## config.mk

```make
export PLATFORM = sky130hd
export DESIGN_NAME = disp_req_arbiter
export DESIGN_NICKNAME = d
export VERILOG_FILES = /design/src/rtl/disp_req_arbiter.sv
export SDC_FILE = /design/constraint.sdc
export NUM_CORES = 1
export LEC_CHECK = 0
export ABC_AREA = 0
export ABC_CLOCK_PERIOD_IN_PS = 1700
export CORE_ASPECT_RATIO = 0.5
export CORE_MARGIN = 2
export CORE_UTILIZATION = 40
export CTS_CLUSTER_DIAMETER = 60
export DETAILED_ROUTE_END_ITERATION = 12
export GPL_TIMING_DRIVEN = 0
export MAX_ROUTING_LAYER = met4
export PLACE_DENSITY = 0.71
export SYNTH_ARGS = -nofsm -noshare
export SYNTH_HDL_FRONTEND = slang
export SYNTH_SLANG_ARGS = --single-unit
```

## constraint.sdc

```tcl
create_clock -name fclk -period 1.7 [get_ports fclk]
set_input_delay 0.17 -clock fclk [delete_from_list [all_inputs] [get_ports fclk]]
set_output_delay 0.17 -clock fclk [all_outputs]
set_load 0.01 [all_outputs]
```

## src/rtl/disp_req_arbiter.sv

```systemverilog
// Two-requester digit-write arbiter for a 3-digit display with post-write grant lockout.
// Optional idle auto-blank enabled by defining DISP_REQ_ARBITER_AUTOBLANK_EN.
module disp_req_arbiter #(
    parameter int HOLD_CYC = 4,
    parameter int IDLE_TO  = 1000000
) (
    input  logic       fclk,
    input  logic       rst_n,
    input  logic       kp_req,
    input  logic [3:0] kp_val,
    output logic       kp_gnt,
    input  logic       pb_req,
    input  logic [3:0] pb_val,
    output logic       pb_gnt,
    input  logic       rec_mode,
    input  logic       disp_clr,
    output logic [3:0] DispVal,
    output logic [3:0] DispVal2,
    output logic [3:0] DispVal3,
    output logic       isRecord,
    output logic       busy
);

    typedef enum logic {IDLE, HOLD} state_t;

    state_t     state_q, state_d;
    logic [7:0] cnt_q, cnt_d;
    logic       last_kp_q, last_kp_d;
    logic       isrec_q, isrec_d;
    logic       kp_gnt_q, kp_gnt_d;
    logic       pb_gnt_q, pb_gnt_d;
    logic [3:0] dig0_q, dig0_d;
    logic [3:0] dig1_q, dig1_d;
    logic [3:0] dig2_q, dig2_d;

    logic       kp_elig, pb_elig, win_kp, grant;
    logic [3:0] win_val;

`ifdef DISP_REQ_ARBITER_AUTOBLANK_EN
    localparam int IW = $clog2(IDLE_TO + 1);
    logic [IW-1:0] idle_q, idle_d;
`endif

    // Playback is only eligible when the registered mode says playback
    assign kp_elig = kp_req;
    assign pb_elig = pb_req & ~isrec_q;
    assign win_kp  = kp_elig & (~pb_elig | ~last_kp_q);
    assign win_val = win_kp ? kp_val : pb_val;
    assign grant   = (state_q == IDLE) & (kp_elig | pb_elig);

    always_comb begin
        state_d   = state_q;
        cnt_d     = cnt_q;
        last_kp_d = last_kp_q;
        isrec_d   = isrec_q;
        kp_gnt_d  = 1'b0;
        pb_gnt_d  = 1'b0;
        dig0_d    = dig0_q;
        dig1_d    = dig1_q;
        dig2_d    = dig2_q;
`ifdef DISP_REQ_ARBITER_AUTOBLANK_EN
        idle_d    = '0;
`endif
        if (state_q == IDLE) isrec_d = rec_mode;

        if (disp_clr) begin
            state_d = IDLE;
            cnt_d   = '0;
            dig0_d  = '0;
            dig1_d  = '0;
            dig2_d  = '0;
        end else begin
            unique case (state_q)
                IDLE: begin
                    if (grant) begin
                        state_d   = HOLD;
                        cnt_d     = 8'(HOLD_CYC - 1);
                        kp_gnt_d  = win_kp;
                        pb_gnt_d  = ~win_kp;
                        last_kp_d = win_kp;
                        // Codes 10..15 are acknowledged but never displayed
                        if (win_val < 4'd10) begin
                            dig2_d = dig1_q;
                            dig1_d = dig0_q;
                            dig0_d = win_val;
                        end
                    end else begin
`ifdef DISP_REQ_ARBITER_AUTOBLANK_EN
                        if (idle_q == IW'(IDLE_TO - 1)) begin
                            dig0_d = 4'hF;
                            dig1_d = 4'hF;
                            dig2_d = 4'hF;
                        end else begin
                            idle_d = idle_q + 1'b1;
                        end
`endif
                    end
                end
                HOLD: begin
                    if (cnt_q == '0) state_d = IDLE;
                    else             cnt_d   = cnt_q - 1'b1;
                end
                default: state_d = IDLE;
            endcase
        end
    end

    always_ff @(posedge fclk or negedge rst_n) begin
        if (!rst_n) begin
            state_q   <= IDLE;
            cnt_q     <= '0;
            last_kp_q <= 1'b0;
            isrec_q   <= 1'b0;
            kp_gnt_q  <= 1'b0;
            pb_gnt_q  <= 1'b0;
            dig0_q    <= '0;
            dig1_q    <= '0;
            dig2_q    <= '0;
        end else begin
            state_q   <= state_d;
            cnt_q     <= cnt_d;
            last_kp_q <= last_kp_d;
            isrec_q   <= isrec_d;
            kp_gnt_q  <= kp_gnt_d;
            pb_gnt_q  <= pb_gnt_d;
            dig0_q    <= dig0_d;
            dig1_q    <= dig1_d;
            dig2_q    <= dig2_d;
        end
    end

`ifdef DISP_REQ_ARBITER_AUTOBLANK_EN
    always_ff @(posedge fclk or negedge rst_n) begin
        if (!rst_n) idle_q <= '0;
        else        idle_q <= idle_d;
    end
`endif

    assign kp_gnt   = kp_gnt_q;
    assign pb_gnt   = pb_gnt_q;
    assign DispVal  = dig0_q;
    assign DispVal2 = dig1_q;
    assign DispVal3 = dig2_q;
    assign isRecord = isrec_q;
    assign busy     = (state_q == HOLD);

endmodule

```

Word level (Yosys, flattened, before mapping)
Cells that the tools add are included.
{ "op_classes": {"addsub": 1, "n_lt_le_gt_ge": 1, "n_eq_ne": 3, "n_mux": 27, "bitwise_logic": 11, "reduce_logical": 6} }
{ "ops": {"columns": ["op", "count"], "rows": [
  ["$mux 4", 13],
  ["$mux 8", 3],
  ["$pmux 8 s2", 1],
  ["$mux 1", 9],
  ["$logic_not 8->1", 1],
  ["$sub 8x1->8 const B", 1],
  ["$ne 3x3->1 const B", 2],
  ["$not 1->1", 6],
  ["$reduce_and 3->1", 2],
  ["$lt 4x4->1 const B", 1],
  ["$reduce_bool 2->1", 2],
  ["$and 1x1->1", 3],
  ["$ne 2x2->1 const B", 1],
  ["$or 1x1->1", 2],
  ["$pmux 1 s2", 1],
  ["$reduce_and 2->1", 1]
]} }
{ "totals": {"regBits": 25, "inputBits": 14, "out_inout_bits": 16, "elab_cells": 58} }

Longest topological paths before layout
Gate-level depths: netlist of run 1.
{ "depth": {"depth_word": 11, "mapped_depth": 6, "depth_no_buf": 6} }

Worst setup path before layout of run 1
OpenSTA, ideal clock, no wires.
{ "synth_path": {"path_kind": "reg2reg", "start": "register cnt_q[0]", "end": "register cnt_q[5]", "setup_time_ps": 78, "t_arrival_ps": 1479, "t_required_ps": 1622, "path_slack_ps": 143, "path_stages_with_launch": 7, "n_path_buf": 0, "synth_period_minus_slack_ps": 1557, "path_cell_list": "dfrtp_1 > inv_1 > ha_1 > nor3b_1 > a21boi_1 > a31o_1 > a21oi_1"} }
{ "synth_between": {"elab_chain_len": 4, "word_cells_on_any_way": 7, "classes_between": "1 x add/sub; 1 x eq/ne; 3 x mux; 2 x reduce/logical"} }
{ "synth_lines": {"columns": ["element", "line", "text"], "rows": [
  ["start: declaration", "27", "logic [7:0] cnt_q, cnt_d;"],
  ["start signal: assignment", "121", "cnt_q <= cnt_d;"],
  ["$sub 8x1->8", "101", "else cnt_d = cnt_q - 1'b1;"],
  ["$mux 8", "100", "if (cnt_q == '0) state_d = IDLE;"],
  ["$pmux 8 s2", "73", "unique case (state_q)"],
  ["$mux 8", "66", "if (disp_clr) begin"]
]} }
Several ways; a longest one is shown, not always the timed one. The select of a mux whose other input is x is not followed.
A chain may end at the register's enable or synchronous reset.

Final worst setup path of run 1
{ "layout_path": {"start": "register cnt_q[0]", "end": "register cnt_q[3]"} }
Same word-level chain as after synthesis.

==> results of run 1 <==
## power breakdown
part | internal [µW] | total (µW) | switching [µW]
sequential | 641 | 686 | 45.2
combinational | 210 | 416 | 206
clock | 168 | 353 | 185
total | 1020 | 1460 | 436
## state kept, by name, summed over array words and instances (netlist names)
signal / count
cnt_q: 8
DispVal2: 4
DispVal3: 4
DispVal: 4
busy: 1
isRecord: 1
kp_gnt: 1
last_kp_q: 1
pb_gnt: 1
## cell families after synthesis
kind of cell,Yosys count,share of synthesized area (%)
flip-flops,25,51.1
AO/OA/AOI/OAI,35,22.0
buffers and inverters,8,3.58
AND/OR/NAND/NOR,30,14.8
XOR/XNOR,3,2.15
adder cells (fa/ha/maj),2,2.04
multiplexers,5,4.29
## stage by stage
stage               instances  TNS (ns)
floorplan                 108         0
global placement          176    -0.874
detailed placement        176     -1.34
CTS                       180         0
global route              182         0
finish                    182         0
## cell type report
cell class	instances	area, µm²	area share, %
repair buffers	30	295	17.9
multi-input cells	75	588	35.7
inverters	4	15.0	0.911
plain buffers	4	28.8	1.75
flip-flops and latches	25	626	38.0
clock buffers	4	45.0	2.73
well taps	40	50.0	3.04
## worst max path at each step
| stage | from | to | slack [ns] |
|---|---|---|---|
| after floorplan | cnt_q[0]$_DFFE_PN0P_ | cnt_q[5]$_DFFE_PN0P_ | 0.14 |
| after global placement | disp_clr | DispVal[3]$_DFFE_PN0P_ | -0.10 |
| after detailed placement | pb_req | DispVal2[3]$_DFFE_PN0P_ | -0.13 |
| after CTS | busy$_DFF_PN0_ | DispVal[3]$_DFFE_PN0P_ | 0.1 |
| after global routing | isRecord$_DFFE_PN0N_ | DispVal3[0]$_DFFE_PN0P_ | 0.02 |
| final | cnt_q[0]$_DFFE_PN0P_ | cnt_q[3]$_DFFE_PN0P_ | 0.09 |
## metal layers
metal  routed length [µm]  vias up  track usage [%]  share of wire (%)
met5                    0        -                -                  0
met4                   32        0             6.67                1.2
met3                   76        5             5.32                2.9
met2                 1260       17             24.8                 48
met1                 1260      477             22.3                 48
li1                     -      473                -                  -
## worst max-delay path, delay by kind of cell, from the launching register on
kind / cells / cell delay [ns]
compound gates: 1 / 0.21
xor+xnor: 1 / 0.14
buf+inv: 1 / 0.14
flops: 1 / 0.41
simple gates: 2 / 0.58
## cell usage after synthesis (all sizes together) (2+ instances only)
library cell  count
dfrtp            25
nand2             2
nor3              3
a22o              9
buf               4
o2bb2ai           2
a21oi             6
a21o              2
ha                2
nor2             13
inv               4
a211oi            5
nand4             2
mux2i             3
mux2              2
xnor2             3
## what timing repair did
action / 4_1_cts / 5_1_grt
setup buffers: 0 / 2
setup endpoints to repair: 3 / 5
gates resized for setup: 2 / 4
pin swaps: 0 / 1
==> out/results.ini, run 1 <==
[placement]
io_buffers = 28
placed_area_um2 = 1550
gp_congestion = 0.786
place_hpwl_mm = 1.83
pre_cts_slack_ns = -0.128

[logic_synthesis]
syn_nets = 124
yosys-top-cells-area = dfrtp_1 (51%), a22o_1 (6.4%), nor2_1 (4.0%)
synth_top_area_share_pct = 51.1
ys.flop_type = dfrtp_1
syn_inst = 108
synth_seq_cells = 25
async_reset_ff_share_pct = 100
seq_area_frac_synth_pct = 51.1
synth_top_cell_by_area = dfrtp_1
synth_edf_count = 0
avgSynthCellArea_um2 = 11.3
yosys_warnings = 0
ys_types = 40
synthesis.area_um2 = 1220

[clock_network]
cts-root-buf = clkbuf_8
numCtsBuffers = 3
hold_buffers = 0
htree_levels = 1
clock_path_buffers = 2
cts.sinks = 25
clk_pin_slew_ns = 0.09
worstSkewPairLatency_ns = 0.27
cts_tree = done

[pwr]
leakagePower_uw = 0.000723
power_uw = 1460
p_per_area_nw_per_um2 = 883
ir_drop_mv = 0.304

[sta]
hold_viol = 0
timing.fmax_mhz = 623
finalCriticalPeriod_ns = 1.61
fin_worst_skew_ns = 0.00951
post-route-worst-setup-slack_ns = 0.0940
grt_setup_unrepaired = no
finalSetupViolCount = 0
timing.hold.ws_ns = 0.179
relSlewSlack_pct = 26.3
max_slew.worst_pin.slew_ns = 1.10
finalCritPeriodShare_pct = 94.5
finalMaxSlewViolations = 0

[cells_and_area]
final_cell_mix = clkdlybuf4s50_1 (28), dfrtp_1 (25), nor2_1 (13), a22o_1 (9), a211oi_1 (5)
layout-drive-gt1-share_pct = 12.7
fin_area_um2 = 1650
syn_to_final_growth_pct = 34.7
n_antenna_cell = 0
nFillCells = 267
final_net_count = 159
post-route-util_pct = 55.7
layout.cells.most_common = clkdlybuf4s50_1

[drt]
drc = 0
wl_per_cell_um = 14.5
drtIter0Drc = 24
vias = 972
dr.pass1.iters = 4
drt-total-wl_mm = 2.63
avgViaCountPerCell = 5.34
antenna_left = 0

[global_route]
grt_pass1_vias = 937
grt_max_degree = 26
grt_pass1_wl_mm = 4.37
grt_antenna_before_repair = 0
grt_util_all_layers_pct = 17.1
grt.overflow.total = 0

[floorplan]
ios = 30
core_um2 = 2960
fp.dieW_um = 82.2
fp.dieH_um = 43.1
rows = 14
start_util_pct = 41.3
die-area_um2 = 3540

[setup_path]
required_ns = 1.85
crit_chain = buf_4 > or4b_1 > a21oi_1 > xnor2_1 > nor2_1
cp-end-kind = flip-flop
worst_r2r_path_depth = 5
crit_type = reg -> reg
reg2reg_to = cnt_q[3]$_DFFE_PN0P_
regToRegStartpoint = cnt_q[0]$_DFFE_PN0P_
critPathArrivalTime_ns = 1.76
max_stage_delay_ns = 0.53
startpoint_type = flip-flop
cp_slowest_cell = or4b_1
regToRegSetupSlack_ns = 0.09
critPathMaxFanout = 3

[worst_hold_path]
min-delay-path-class = in -> reg
hold_start = kp_req
min_to = pb_gnt$_DFF_PN0_
whs_path_depth = 2

[run]
max_cap_viol_count = 0

[status]
run_status = finished clean

Note: power is estimated with default switching activity, not from simulation.
==> inputs of run 2 (changes only) <==
Settings changed: GPL_ROUTABILITY_DRIVEN set to 0.
==> results of run 2 <==
Final layout, timing and power as in run 1 (identical DEF).
